--- config.mk ---
export PLATFORM = sky130hd
export DESIGN_NAME = coax_buffered_tx_flat
export DESIGN_NICKNAME = d
export VERILOG_FILES = /design/src/rtl/coax_buffered_tx_if.sv /design/src/rtl/coax_buffered_tx.sv /design/src/flat_wrapper.sv
export SDC_FILE = /design/constraint.sdc
export NUM_CORES = 1
export LEC_CHECK = 0
export CORE_MARGIN = 2
export CORE_UTILIZATION = 30
export CTS_CLUSTER_SIZE = 28
export DETAILED_ROUTE_END_ITERATION = 7
export DONT_BUFFER_PORTS = 1
export MAX_ROUTING_LAYER = met4
export PLACE_DENSITY_LB_ADDON = 0.25
export SYNTH_ARGS = -nofsm -noshare
export SYNTH_HDL_FRONTEND = slang
export SYNTH_SLANG_ARGS = --single-unit
export TNS_END_PERCENT = 30
--- constraint.sdc ---
create_clock -name clk -period 6.7 [get_ports clk]
set_input_delay 1.34 -clock clk [delete_from_list [all_inputs] [get_ports clk]]
set_output_delay 1.34 -clock clk [all_outputs]
set_load 0.02 [all_outputs]
--- src/rtl/coax_buffered_tx_if.sv ---
// rtl/coax_buffered_tx_if.sv - handshake/line bundle for the buffered coax transmitter
// Purpose: groups the word-load, start and line/status signals of coax_buffered_tx.
// Signals:
//   data[9:0]    word to enqueue
//   load_strobe  one-cycle pulse, enqueue data
//   start_strobe one-cycle pulse, begin a transmission
//   tx           biphase-encoded line output
//   active       line-driver enable, high during a transmission
//   full/empty   FIFO occupancy flags
//   error        sticky overflow flag
// Modports: master drives data/strobes, slave (the transmitter) drives line/status.
interface coax_buffered_tx_if;
  logic [9:0] data;
  logic       load_strobe;
  logic       start_strobe;
  logic       tx;
  logic       active;
  logic       full;
  logic       empty;
  logic       error;

  modport master (
    output data, load_strobe, start_strobe,
    input  tx, active, full, empty, error
  );

  modport slave (
    input  data, load_strobe, start_strobe,
    output tx, active, full, empty, error
  );
endinterface

--- src/rtl/coax_buffered_tx.sv ---
// rtl/coax_buffered_tx.sv - FIFO-buffered biphase coax word transmitter
// Purpose: queues 10-bit words and sends them as a biphase frame:
//   quiesce (five 1s), code violation, then per word sync/10 data/parity,
//   then an end bit and a mini code violation.
// Ports:
//   clk    single clock, rising edge
//   reset  synchronous, active-high
//   bus    coax_buffered_tx_if.slave (data, load_strobe, start_strobe in;
//          tx, active, full, empty, error out)
module coax_buffered_tx #(
  parameter int CLOCKS_PER_BIT = 8,
  parameter int DEPTH          = 8
) (
  input  logic                 clk,
  input  logic                 reset,
  coax_buffered_tx_if.slave    bus
);

  localparam int HALF = CLOCKS_PER_BIT / 2;
  localparam int CW   = $clog2(CLOCKS_PER_BIT);
  localparam int AW   = (DEPTH > 1) ? $clog2(DEPTH) : 1;

  typedef enum logic [2:0] {
    IDLE, LINE_QUIESCE, CODE_VIOLATION, SYNC_BIT,
    DATA_BITS, PARITY_BIT, END_BIT, MINI_CODE_VIOLATION
  } state_t;

  state_t          state_q, state_d;
  logic [CW-1:0]   clk_cnt_q, clk_cnt_d;
  logic [3:0]      bit_cnt_q, bit_cnt_d;
  logic [9:0]      shift_q, shift_d;
  logic            parity_q, parity_d;

  logic [9:0]      mem_q [DEPTH];
  logic [AW-1:0]   wr_ptr_q, wr_ptr_d, rd_ptr_q, rd_ptr_d;
  logic [AW:0]     count_q, count_d;
  logic            error_q, error_d;

  logic full, empty, push, pop;
  logic cell_end, second_half, enter_sync, tx_o;

  assign full        = (count_q == (AW+1)'(DEPTH));
  assign empty       = (count_q == '0);
  assign cell_end    = (clk_cnt_q == CW'(CLOCKS_PER_BIT - 1));
  assign second_half = (clk_cnt_q >= CW'(HALF));

  // A pop in the same cycle frees a slot, so a load on a full FIFO still lands.
  assign push = bus.load_strobe && (!full || pop);

  always_comb begin
    state_d    = state_q;
    clk_cnt_d  = '0;
    bit_cnt_d  = bit_cnt_q;
    shift_d    = shift_q;
    parity_d   = parity_q;
    enter_sync = 1'b0;
    pop        = 1'b0;
    tx_o       = 1'b0;

    if (state_q != IDLE)
      clk_cnt_d = cell_end ? '0 : clk_cnt_q + CW'(1);

    // Biphase: the bit value in the first half, its complement in the second.
    case (state_q)
      IDLE: begin
        if (bus.start_strobe && !empty) begin
          state_d   = LINE_QUIESCE;
          bit_cnt_d = '0;
        end
      end
      LINE_QUIESCE: begin
        tx_o = ~second_half;
        if (cell_end) begin
          if (bit_cnt_q == 4'd4) begin
            state_d   = CODE_VIOLATION;
            bit_cnt_d = '0;
          end else begin
            bit_cnt_d = bit_cnt_q + 4'd1;
          end
        end
      end
      CODE_VIOLATION: begin
        // Three half-cells high then three low spans three bit cells.
        tx_o = (bit_cnt_q == 4'd0) || (bit_cnt_q == 4'd1 && !second_half);
        if (cell_end) begin
          if (bit_cnt_q == 4'd2) enter_sync = 1'b1;
          else                   bit_cnt_d  = bit_cnt_q + 4'd1;
        end
      end
      SYNC_BIT: begin
        tx_o = ~second_half;
        if (cell_end) begin
          state_d   = DATA_BITS;
          bit_cnt_d = '0;
        end
      end
      DATA_BITS: begin
        tx_o = shift_q[9] ^ second_half;
        if (cell_end) begin
          shift_d = {shift_q[8:0], 1'b0};
          if (bit_cnt_q == 4'd9) state_d   = PARITY_BIT;
          else                   bit_cnt_d = bit_cnt_q + 4'd1;
        end
      end
      PARITY_BIT: begin
        tx_o = parity_q ^ second_half;
        if (cell_end) begin
          if (!empty) enter_sync = 1'b1;
          else        state_d    = END_BIT;
        end
      end
      END_BIT: begin
        tx_o = second_half;
        if (cell_end) state_d = MINI_CODE_VIOLATION;
      end
      MINI_CODE_VIOLATION: begin
        tx_o = 1'b1;
        if (cell_end) state_d = IDLE;
      end
      default: state_d = IDLE;
    endcase

    // Word is taken from the FIFO as SYNC_BIT is entered; parity makes the
    // sync+data+parity ones count even.
    if (enter_sync) begin
      state_d   = SYNC_BIT;
      bit_cnt_d = '0;
      pop       = 1'b1;
      shift_d   = mem_q[rd_ptr_q];
      parity_d  = ~(^mem_q[rd_ptr_q]);
    end
  end

  always_comb begin
    wr_ptr_d = push ? wr_ptr_q + AW'(1) : wr_ptr_q;
    rd_ptr_d = pop  ? rd_ptr_q + AW'(1) : rd_ptr_q;
    count_d  = count_q;
    if (push && !pop)      count_d = count_q + (AW+1)'(1);
    else if (pop && !push) count_d = count_q - (AW+1)'(1);
    error_d  = error_q | (bus.load_strobe && full && !pop);
  end

  always_ff @(posedge clk) begin
    if (reset) begin
      state_q   <= IDLE;
      clk_cnt_q <= '0;
      bit_cnt_q <= '0;
      shift_q   <= '0;
      parity_q  <= 1'b0;
      wr_ptr_q  <= '0;
      rd_ptr_q  <= '0;
      count_q   <= '0;
      error_q   <= 1'b0;
    end else begin
      state_q   <= state_d;
      clk_cnt_q <= clk_cnt_d;
      bit_cnt_q <= bit_cnt_d;
      shift_q   <= shift_d;
      parity_q  <= parity_d;
      wr_ptr_q  <= wr_ptr_d;
      rd_ptr_q  <= rd_ptr_d;
      count_q   <= count_d;
      error_q   <= error_d;
    end
  end

  // Storage needs no reset: occupancy is tracked by the pointers and count.
  always_ff @(posedge clk) begin
    if (push) mem_q[wr_ptr_q] <= bus.data;
  end

  assign bus.tx     = tx_o;
  assign bus.active = (state_q != IDLE);
  assign bus.full   = full;
  assign bus.empty  = empty;
  assign bus.error  = error_q;

endmodule

--- src/flat_wrapper.sv ---
// flat-port wrapper written by rule: the top's interface ports become plain ports
module coax_buffered_tx_flat 
#(
  parameter int CLOCKS_PER_BIT = 8,
  parameter int DEPTH          = 8
)
  (clk, reset, bus_data, bus_load_strobe, bus_start_strobe, bus_tx, bus_active, bus_full, bus_empty, bus_error);
  coax_buffered_tx_if bus_i ();
  input  logic clk;
  input  logic reset;
  input wire logic [$bits(bus_i.data)-1:0] bus_data;
  input wire logic [$bits(bus_i.load_strobe)-1:0] bus_load_strobe;
  input wire logic [$bits(bus_i.start_strobe)-1:0] bus_start_strobe;
  output wire logic [$bits(bus_i.tx)-1:0] bus_tx;
  output wire logic [$bits(bus_i.active)-1:0] bus_active;
  output wire logic [$bits(bus_i.full)-1:0] bus_full;
  output wire logic [$bits(bus_i.empty)-1:0] bus_empty;
  output wire logic [$bits(bus_i.error)-1:0] bus_error;
  assign bus_i.data = bus_data;
  assign bus_i.load_strobe = bus_load_strobe;
  assign bus_i.start_strobe = bus_start_strobe;
  assign bus_tx = bus_i.tx;
  assign bus_active = bus_i.active;
  assign bus_full = bus_i.full;
  assign bus_empty = bus_i.empty;
  assign bus_error = bus_i.error;
  coax_buffered_tx #(.CLOCKS_PER_BIT(CLOCKS_PER_BIT), .DEPTH(DEPTH)) u_core (.clk(clk), .reset(reset), .bus(bus_i));
endmodule
==> summary.txt <==
library cell with the highest instance count after synthesis: edfxtp_1
Flop pwr share: 45.4%
count of distinct cell types in the synthesized netlist: 41
crit path launch: u_core.state_q[1]$_SDFFE_PP0P_
total of max-cap violations: 0
Pint: 1380 µW
vias in the first global route: 2796
signal arrival time at the worst endpoint: 4.09 ns
maximum number of pins on one net before global-route repair: 34
setup repair bufs after CTS: 0
cells traversed along the worst timing path: nand4bb_1 > nor3_1 > o21a_1 > inv_1 > ha_1 > inv_1 > ha_1 > a21o_1 > a21oi_1 > xnor2_1 > or3_1 > a21oi_1
maximum clock insertion buffer count: 2
cells after synthesis: 357
share of final-layout standard cells stronger than drive strength 1: 16.1%
Post-Synthesis Cell Area: 0.00493 mm²
final worst path period share: 56.0%
Seq/Total Area, Yosys: 62.9%
placeable core area: 0.0160 mm²
critical path endpoint category: flip-flop
width of the die: 132 µm
vertical extent of the die: 132 µm
Register-to-Register Setup Slack: 2.95 ns
source-to-sink clock delay at the later pin of the worst-skew pair: 0.41 ns
Site Rows: 46
Resize count post-CTS: 0
Hold Crit Endpoint: u_core.shift_q[8]$_SDFFE_PP0P_
Setup Crit Path Kind: flip-flop to flip-flop
worst-path fanout max: 19
unrepaired setup endpoints after global routing: no
starting density of the core: 30.8%
Clock Sink Count: 115
number of hold buffers added after cts: 0
Synth Flop Type: edfxtp_1
Power Dens Cells: 317 mW/mm²
die area: 0.0175 mm²
portion of synthesized cell area occupied by the leading cell type: 48.7%
Port Buffer Count: 0
count of non-filler cells in the finished layout: 596
via-per-instance ratio: 4.69
wirelength, routed: 9.53 mm
Synth Warn #: 0
footprint of the multi-input gates: 0.00169 mm²
FF+latch count, synth: 115
slew at the pin closest to its max-slew limit: 0.895 ns
CTS tree: done
Filler Cell Count: 1593
Slew Limit Fails: 0
Total Negative Setup Slacks: 0 ns
beginning of the worst hold path: u_core.shift_q[7]$_SDFFE_PP0P_
detailed-router iteration count before antenna repair: 4
Startpoint Class: flip-flop
number of diodes: 0
via count: 2798
path depth of the worst reg2reg path: 12
routed length per instance: 16.0 µm
worst slack, placed: 2.96 ns
num ports: 19
final worst setup slack: 2.95 ns
Layout Area Growth over Synthesis: 16.3%
fraction of power consumed by the clock network: 45.4%
Final min period: 3.75 ns
Min-Delay Path Depth: 2
ys async rst share: 0%
gpl congestion: 0.798
Register Area: 0.00310 mm²
Synthesized Nets: 384
Sw Share: 24.2%
Max Freq: 0.267 GHz
endpoint of the worst-slack reg-to-reg timing path: u_core.count_q[3]$_SDFFE_PP0P_
leakage power figure: 0.00183 µW
Final Hold Viols: 0
DRC violation count after routing: 0
wire length of the first global-routing pass: 15.5 mm
kind of path behind the tightest hold check: flip-flop to flip-flop
number of nets in the layout: 394
initial antenna violation count: 0
slowest CP cell: o21a_1
number of buffers created by CTS: 17
Peak supply drop: 0.289 mV
post-placement cell count: 564
number of nets with antenna violations after detailed routing: 0
combinational share of power: 9.2%
number of enable-type register cells in the synthesized netlist: 80
root buf cell: clkbuf_16
power dissipated by switching net loads: 439 µW
Worst-path clk slew: 0.05 ns
leading cell types by count after synthesis: edfxtp_1 (80), dfxtp_1 (35), nand2_1 (32)
Remaining Overflow, GRT: 0
endpoint required time on the critical path: 7.04 ns
startpoint of the worst-slack reg-to-reg timing path: u_core.state_q[1]$_SDFFE_PP0P_
number of H-tree levels: 4
largest cells by area after synthesis: edfxtp_1 (49%), dfxtp_1 (14%), mux4_2 (9.1%), ha_1 (3.0%), nand2_1 (2.4%)
Total Routing Usage GR: 12.2%
result of the run: finished clean
CP max stage delay: 0.65 ns
library cell occupying the most area in the post-synthesis netlist: edfxtp_1
Worst Clk Skew: 0.00707 ns
placed wire-length estimate: 5.84 mm
number of setup violations in the final report: 0
average instance area after synthesis: 13.8 µm²
initial DRC count: 164
Relative slew margins: 40.2%
## critical path, delay by kind of cell, from the launching register on
kind | cells | cell delay (ns)
compound gates | 4 | 1.13
xor+xnor | 1 | 0.09
fa+ha+maj | 2 | 0.60
buf+inv | 2 | 0.56
flops | 1 | 0.63
simple gates | 3 | 0.68
## layout by cell type (no fill, tap or decap), types with 2 or more instances in the layout
cell and instances:
nor3_1 15, a31oi_1 6, clkbuf_16 17, o22ai_1 2, ha_1 12, o21ai_0 5
nand3_1 7, clkinv_4 2, nand2b_1 5, a21oi_1 13, xor2_1 2, nor4_1 3
and3_1 10, dfxtp_1 35, clkinvlp_4 3, clkinv_1 3, edfxtp_1 80, buf_4 10
inv_1 14, clkinv_2 3, xnor2_1 11, or3_1 2, mux2i_1 11, nor3b_1 2
mux4_2 20, nor2_1 22, nand2_1 32, inv_6 2, a211oi_1 12, and2_1 2
## how the worst max path moves through the flow
| stage | slack (ns) | endpoint |
|---|---|---|
| 6_report | 2.95 | u_core.count_q[3]$_SDFFE_PP0P_ |
| 3_5_place_dp | 2.96 | u_core.count_q[3]$_SDFFE_PP0P_ |
| 4_1_cts | 2.93 | u_core.count_q[3]$_SDFFE_PP0P_ |
| 2_1_floorplan | 3.29 | u_core.count_q[3]$_SDFFE_PP0P_ |
| 5_1_grt | 2.57 | u_core.count_q[3]$_SDFFE_PP0P_ |
| 3_3_place_gp | 3.04 | u_core.count_q[3]$_SDFFE_PP0P_ |
## stage by stage
stage          area (µm²)  total power (µW)  hold slack [ns]  utilization (%)
3_5_place_dp         5190              1010            0.455             32.4
4_1_cts              5730              1840            0.461             35.8
5_1_grt              5730              1900            0.485             35.8
6_report             5730              1820            0.461             35.8
2_1_floorplan        4930               962            0.431                -
3_3_place_gp         5190              1010            0.435             32.4
## routing by layer
layer	up-vias	GRT usage (%)	part of all wire, %
met3	13	4.15	4.0
met1	1378	14.4	46
met2	41	18.9	48
met5	-	-	0
li1	1366	-	-
met4	0	5.62	1.8
## kinds of logic after synthesis
group / synth area share, %
buf+inv: 3.12
mux: 11.6
simple gates: 10.1
xor+xnor: 2.77
compound gates: 6.01
fa+ha+maj: 3.45
flops: 62.9
## flip-flops by register name, summed over array words and instances, names as in the netlist, named ones only
name / cells
u_core.bit_cnt_q: 4
u_core.bus.error: 1
u_core.clk_cnt_q: 3
u_core.count_q: 4
u_core.mem_q: 80
u_core.parity_q: 1
u_core.rd_ptr_q: 3
u_core.shift_q: 10
u_core.state_q: 3
u_core.wr_ptr_q: 3
## power groups by stage
stage	combinational (µW)	clock (µW)	sequential, µW
6_report	167	825	824
5_1_grt	188	878	830
4_1_cts	171	841	824
3_5_place_dp	170	0	839
3_3_place_gp	169	0	836
2_1_floorplan	134	0	828
## final cells by class
class / instances / area share, %
Tap cell: 216 / 4.71
Clock inverter: 14 / 1.99
Multi-Input combinational cell: 209 / 29.5
Clock buffer: 18 / 7.48
Sequential cell: 115 / 54.1
Inverter: 14 / 0.916
Timing Repair Buffer: 10 / 1.31
Power figures use the tool's default switching activity.
